==> src/rtl/cpu_ext_pkg.sv <==
// -----------------------------------------------------------------------------
// cpu_ext_pkg
// Shared definitions for the immediate-extension logic. The ID-stage extender
// and the EX-stage forwarding path both use these.
//   ext_mode_t  : 2-bit extension-mode selector (SIGN / ZERO / UPPER / BRANCH)
//   IMM_W_DEF   : default raw immediate width
//   DATA_W_DEF  : default extended datapath width
// -----------------------------------------------------------------------------
package cpu_ext_pkg;

    typedef enum logic [1:0] {
        EXT_SIGN   = 2'd0,
        EXT_ZERO   = 2'd1,
        EXT_UPPER  = 2'd2,
        EXT_BRANCH = 2'd3
    } ext_mode_t;

    localparam int IMM_W_DEF  = 16;
    localparam int DATA_W_DEF = 32;

endpackage : cpu_ext_pkg

==> src/rtl/imm_ext_core.sv <==
// -----------------------------------------------------------------------------
// imm_ext_core
// Purely combinational immediate extender. It can be reused anywhere an
// immediate has to be widened, for example in the EX-stage forwarding path.
//   imm_in   [IMM_W-1:0]  raw immediate field
//   ext_mode ext_mode_t   SIGN / ZERO / UPPER (LUI form) / BRANCH (SIGN << 2)
//   ext_out  [DATA_W-1:0] extended value
// -----------------------------------------------------------------------------
module imm_ext_core
    import cpu_ext_pkg::*;
#(
    parameter int IMM_W  = IMM_W_DEF,
    parameter int DATA_W = DATA_W_DEF
) (
    input  logic [IMM_W-1:0]  imm_in,
    input  ext_mode_t         ext_mode,
    output logic [DATA_W-1:0] ext_out
);

    localparam int PAD_W = DATA_W - IMM_W;

    logic [DATA_W-1:0] sign_val;
    logic [DATA_W-1:0] zero_val;
    logic [DATA_W-1:0] upper_val;

    assign sign_val  = {{PAD_W{imm_in[IMM_W-1]}}, imm_in};
    assign zero_val  = {{PAD_W{1'b0}}, imm_in};
    assign upper_val = {imm_in, {PAD_W{1'b0}}};

    // NOTE: every output of a combinational block gets a default before the
    // case statement. A path that leaves it unassigned would infer a latch.
    always_comb begin
        ext_out = sign_val;
        unique case (ext_mode)
            EXT_SIGN:   ext_out = sign_val;
            EXT_ZERO:   ext_out = zero_val;
            EXT_UPPER:  ext_out = upper_val;
            // Branch offsets are word-aligned. Bits shifted past the top are dropped.
            EXT_BRANCH: ext_out = sign_val << 2;
            default:    ext_out = sign_val;
        endcase
    end

endmodule : imm_ext_core

==> src/rtl/imm_ext_pipe.sv <==
// -----------------------------------------------------------------------------
// imm_ext_pipe
// Immediate extender with a 1- or 2-deep registered output. It sits between
// the ID-stage decoder and the ID/EX boundary. Stall and Flush act on every
// stage, so hazard logic treats this path like any other ID/EX field.
// Each edge applies one action. The priority order is
// Reset > Flush > Stall > advance.
//   Clk             clock, rising edge
//   Reset           asynchronous, active-high; clears every stage
//   Imm_in          raw immediate from the decoder
//   ExtMode         extension mode (cpu_ext_pkg::ext_mode_t)
//   Valid_in        Imm_in/ExtMode are meaningful this cycle
//   Stall           hold every stage
//   Flush           clear every stage (valid=0, data=0); wins over Stall
//   ExtensionResult extended immediate from the final stage (registered)
//   Valid_out       ExtensionResult is meaningful (registered)
// -----------------------------------------------------------------------------
module imm_ext_pipe
    import cpu_ext_pkg::*;
#(
    parameter int IMM_W  = IMM_W_DEF,
    parameter int DATA_W = DATA_W_DEF,
    parameter int STAGES = 1
) (
    input  logic              Clk,
    input  logic              Reset,
    input  logic [IMM_W-1:0]  Imm_in,
    input  ext_mode_t         ExtMode,
    input  logic              Valid_in,
    input  logic              Stall,
    input  logic              Flush,
    output logic [DATA_W-1:0] ExtensionResult,
    output logic              Valid_out
);

    // Reject illegal configurations at elaboration time.
    if (IMM_W < 1 || IMM_W > DATA_W - 2) begin : g_bad_width
        $error("imm_ext_pipe: IMM_W must satisfy 1 <= IMM_W <= DATA_W-2");
    end
    if (STAGES != 1 && STAGES != 2) begin : g_bad_stages
        $error("imm_ext_pipe: STAGES must be 1 or 2");
    end

    logic [DATA_W-1:0] ext_val;

    imm_ext_core #(
        .IMM_W  (IMM_W),
        .DATA_W (DATA_W)
    ) u_core (
        .imm_in   (Imm_in),
        .ext_mode (ExtMode),
        .ext_out  (ext_val)
    );

    // Stage 1: always present.
    logic [DATA_W-1:0] s1_data;
    logic              s1_valid;

    // NOTE: sequential state uses non-blocking assignments only. All registers
    // then sample their inputs at the same edge, whatever the block order.
    // Data is captured even when Valid_in=0. Its value is don't-care then,
    // and capturing it unconditionally avoids an extra enable term.
    always_ff @(posedge Clk or posedge Reset) begin
        if (Reset) begin
            s1_data  <= '0;
            s1_valid <= 1'b0;
        end else if (Flush) begin
            s1_data  <= '0;
            s1_valid <= 1'b0;
        end else if (!Stall) begin
            s1_data  <= ext_val;
            s1_valid <= Valid_in;
        end
    end

    if (STAGES == 2) begin : g_two_stage
        logic [DATA_W-1:0] s2_data;
        logic              s2_valid;

        always_ff @(posedge Clk or posedge Reset) begin
            if (Reset) begin
                s2_data  <= '0;
                s2_valid <= 1'b0;
            end else if (Flush) begin
                s2_data  <= '0;
                s2_valid <= 1'b0;
            end else if (!Stall) begin
                s2_data  <= s1_data;
                s2_valid <= s1_valid;
            end
        end

        assign ExtensionResult = s2_data;
        assign Valid_out       = s2_valid;
    end else begin : g_one_stage
        assign ExtensionResult = s1_data;
        assign Valid_out       = s1_valid;
    end

endmodule : imm_ext_pipe

==> config.mk <==
export PLATFORM = sky130hd
export DESIGN_NAME = imm_ext_pipe
export DESIGN_NICKNAME = d
export VERILOG_FILES = /design/src/rtl/cpu_ext_pkg.sv /design/src/rtl/imm_ext_core.sv /design/src/rtl/imm_ext_pipe.sv
export SDC_FILE = /design/constraint.sdc
export NUM_CORES = 1
export LEC_CHECK = 0
export ABC_AREA = 1
export CORE_ASPECT_RATIO = 2
export CORE_MARGIN = 2
export CORE_UTILIZATION = 29
export CTS_CLUSTER_SIZE = 24
export DETAILED_ROUTE_END_ITERATION = 12
export HOLD_SLACK_MARGIN = 0.06
export PLACE_DENSITY_LB_ADDON = 0.2
export SYNTH_ARGS = -nofsm -noshare
export SYNTH_HDL_FRONTEND = slang
export SYNTH_HIERARCHICAL = 1
export SYNTH_SLANG_ARGS = --single-unit
==> constraint.sdc <==
create_clock -name Clk -period 2.1 [get_ports Clk]
set_clock_uncertainty 0.2 [all_clocks]
set_input_delay 0.315 -clock Clk [delete_from_list [all_inputs] [get_ports Clk]]
set_output_delay 0.315 -clock Clk [all_outputs]
set_load 0.005 [all_outputs]
==> Word-level counts from Yosys, hierarchy flattened <==
Index checks and enable logic that the tools add are counted.
{ "op_classes": {"mul": 0, "muxes": 5, "div": 0, "bitwise": 0, "n_shift": 0, "addsub": 0, "reduce_logical": 1, "n_lt_le_gt_ge": 0, "eq_ne": 4} }
{ "ops": {"columns": ["operator", "n"], "rows": [
  ["case mux 32 bit (4 select lines)", 1],
  ["two-way mux 32 bit", 2],
  ["equality test 2 bit, second input constant", 2],
  ["equality test 2 x 1 -> 1 bit, second input constant", 1],
  ["zero test 2 bit", 1],
  ["two-way mux 1 bit", 2],
  ["inequality test 2 x 1 -> 1 bit, second input constant", 1]
]} }
{ "word_totals": {"elab_cells": 12, "latchBits": 0, "mem_bits_ro": 0, "reg_bits": 33, "memories": 0, "mem_bits_rw": 0, "out_inout_bits": 33} }

==> Depth between registers and ports, before layout <==
{ "logic_depth": {"word_depth": 4, "mapped_depth": 7, "mapped_depth_nobuf": 5} }

==> Modules after synthesis <==
The synthesis kept the hierarchy.
{ "by_module_without_submodules": {"columns": ["mod", "cells_per_inst", "instances", "area_each_um2", "seq_area_each_um2"], "rows": [
  ["imm_ext_pipe", 145, 1, 1452.6, 825.8],
  ["imm_ext_core", 89, 1, 504.2, 0.0]
]} }

==> Worst setup path before layout <==
OpenSTA, ideal clock, no wires.
{ "synth_path": {"path_type": "input port to flip-flop", "start": "input ExtMode[1]", "end": "register s1_data[16], in the netlist ExtensionResult[16]", "setup_ns": 0.065, "slack_ns": 0.920, "arrival_time_ns": 0.915, "t_required_ns": 1.835, "path_stages": 7, "cell_sequence": "buf_6 > nor2_2 > nand2_4 > buf_6 > nand3_2 > nand2_1 > nand2_1"} }
{ "synth_via": {"elab_chain_len": 4, "word_cells_on_any_way": 7, "cone_classes": "eq/ne (3); mux (3); reduce/logical (1)"} }
{ "synth_lines": {"columns": ["element", "line_no", "text"], "rows": [
  ["start, declared", "imm_ext_pipe.sv:28", "input ext_mode_t ExtMode,"],
  ["equality test 2 bit (tied with other cells)", "imm_ext_core.sv:34", "unique case (ext_mode)"],
  ["case mux 32 bit (4 select lines) *", "imm_ext_core.sv:34", null],
  ["net ext_val[16]", "imm_ext_pipe.sv:44", "logic [DATA_W-1:0] ext_val;"],
  ["two-way mux 32 bit *", "imm_ext_pipe.sv:70", "end else if (!Stall) begin"],
  ["two-way mux 32 bit *", "imm_ext_pipe.sv:67", "end else if (Flush) begin"],
  ["end signal, assigned", "imm_ext_pipe.sv:71", "s1_data <= ext_val;"],
  ["end, declared", "imm_ext_pipe.sv:56", "logic [DATA_W-1:0] s1_data;"]
]} }
Mark *: on every way through the listed nets, which the timed path passes. The rest lies on a longest branch. The select of a mux whose other input is x is not followed.
A chain may end at the register's enable or synchronous reset.

==> Worst setup path in the final report <==
{ "layout_path": {"start": "input ExtMode[1]", "end": "register s1_data[28], in the netlist ExtensionResult[28]"} }
The elaborated chain is that of the path after synthesis.

==> out/results.txt <==
layout cells sized above 1: 0.186
most used cell, CP: nand2_1
setup_tns: 0 ns
ant diodes: 0
Cell Area, Synth: 1960 um^2
Synth area leader: dfrtp_1
RSZ-0062 raised after global routing: no
Synth Flop Type: dfrtp_1
hold crit path type: in2async
FF+latch count, synth: 33
ANT nets after route: 0
die height: 120 um
initial antenna violation count: 0
First-pass DRT Iterations: 4
met3 Usage GRT: 0.0235
H-tree levels: 2
DP HPWL: 4020 um
cells after synthesis: 234
Detailed Route Iter0 Violations: 53
warnings from Yosys: 6
Layout area overhead: 36.5%
Finished Cell Area: 2670 um^2
Row Count: 42
Yosys top cell area share: 0.422
grt met1 use: 0.202
status: completed
kind of critical path: in2reg
CTS root buf: clkbuf_16
vias in the first global route: 1760
register area share after synthesis: 0.422
Critical-path top delay cell: clkdlybuf4s50_1
GRT Max-Usage Layer: met2
Leak: 1.34 nW
CTS sink cnt: 33
crit path launch type: input port
number of synthesized flops with an enable pin: 0
die area: 7460 um^2
fin crit share: 0.842
# setup viols final: 0
Worst path max stage delay: 0.66 ns
starting density of the core: 0.298
first-pass GRT wire length: 8950 um
min Tclk post-route: 1.77 ns
Yosys cell types: 15
syn nets: 257
WP data required: 2.11 ns
largest net degree at the start of global routing: 34
CTS clk-pin slew, worst paths: 0.05 ns
ranking of synthesized cells by area: dfrtp_1 (42%), nand3_2 (16%), nand2_1 (16%)
GRT Overall Usage: 0.161
cts bufs inserted: 5
count leader, synth: nand2_1
CP arrival: 1.78 ns
number of port buffers: 55
Max Clk Rate: 566 MHz
GR Util met2: 0.260
Placed Area: 2530 um^2
syn_area_per_cell: 8.36 um^2
worst-path cell chain: clkdlybuf4s50_1 -> nand3_2 -> nand3_1 -> nand2_1 -> nand2_1
DRC: 0
wire length per cell: 14.8 um
PostCTS Resize Cnt: 0
I/O Pins: 56
most frequent cells after synthesis: nand2_1 (85), nand3_1 (42), dfrtp_1 (33)
worst-margin pin slew: 0.517 ns
Post-Route WL: 5510 um
die width: 62.1 um
Cell Pwr Density: 644 nW/um^2
vias: 1763
post-layout net count: 308
FFs w/ async S/R, synth: 1.00
Crit Path Max Fanout: 14
Placer Congestion: 0.884
CTS Hold Bufs: 0
CTS tree: done
Slew Limit Fails: 0
Critical Path End Type: flop
gr ovfl total: 0
Clock Path Buffers: 2
Hold Violations, Final: 0
Core Box Area: 6570 um^2
reported max-cap violation count: 0
via/cell ratio: 4.73
Max IR drop VDD: 0.293 mV
post-CTS setup buffers: 0
later-pin clock latency in the skew report: 0.27 ns
Slew headroom: 0.655
power by group:
group	internal (mW)	switching, mW
Sequential	0.670	0.0232
Combinational	0.148	0.164
Clock	0.465	0.249
Total	1.28	0.436
cell type report:
class	instances	area, um^2
Sequential cell	33	826
Tap cell	88	110
Multi-Input combinational cell	173	941
Inverter	9	33.8
Timing Repair Buffer	63	618
Clock buffer	7	143
Fill cell	699	3900
final timing paths:
kind | from | to | slack (ns) | cells past startpoint
worst max-delay path | ExtMode[1] | ExtensionResult[28]$_DFFE_PP0P_ | 0.33 | 5
worst min-delay path | Reset | ExtensionResult[18]$_DFFE_PP0P_ | 0.24 | 3
worst max register to register | ExtensionResult[17]$_DFFE_PP0P_ | ExtensionResult[17]$_DFFE_PP0P_ | 1.23 | 2
worst min register to register | ExtensionResult[0]$_DFFE_PP0P_ | ExtensionResult[0]$_DFFE_PP0P_ | 0.31 | 2
max in group asynchronous | Reset | ExtensionResult[3]$_DFFE_PP0P_ | 1.13 | 3
min in group Clk | ExtensionResult[0]$_DFFE_PP0P_ | ExtensionResult[0]$_DFFE_PP0P_ | 0.31 | 2
worst max-delay path, delay by kind of cell:
| family | cells | cell delay (ns) |
|---|---|---|
| and+or+nand+nor | 4 | 0.80 |
| buffers and inverters | 1 | 0.66 |
per-stage QoR:
step / cells / total power, mW / setup WS (ns) / util / hold WS, ns
2_1_floorplan: 234 / 0.866 / 0.866 / - / 0.225
3_3_place_gp: 366 / 1.02 / 0.0874 / 0.385 / 0.299
3_5_place_dp: 366 / 1.02 / 0.0664 / 0.385 / 0.299
4_1_cts: 373 / 1.74 / 0.351 / 0.407 / 0.271
5_1_grt: 373 / 1.81 / 0.244 / 0.407 / 0.295
6_report: 373 / 1.72 / 0.333 / 0.407 / 0.237
layout by cell type, fill, tap and decap left out, drive strengths merged:
master         instances
clkdlybuf4s50         54
nor2                   4
buf                    9
nand3                 74
o21ai                  8
nand2                 87
clkbuf                 7
inv                    9
dfrtp                 33
sequential cells by signal (all words and copies together), names as in the netlist:
| signal | count |
|---|---|
| Valid_out | 1 |
| ExtensionResult | 32 |
cell families (layout without fill, tap and decap cells):
| group | count (synthesis) | in the layout | share of synthesized area |
|---|---|---|---|
| AND/OR/NAND/NOR | 165 | 165 | 0.460 |
| flip-flops | 33 | 33 | 0.422 |
| buffers and inverters | 28 | 79 | 0.0972 |
| AO/OA/AOI/OAI | 8 | 8 | 0.0205 |
layer usage:
metal | wire length (um) | part of all wire | up-vias
li1 | - | - | 862
met1 | 2210 | 0.40 | 841
met2 | 2920 | 0.53 | 48
met3 | 200 | 0.036 | 12
met4 | 180 | 0.033 | 0
met5 | 0 | 0 | -
Power figures use the tool's default switching activity.
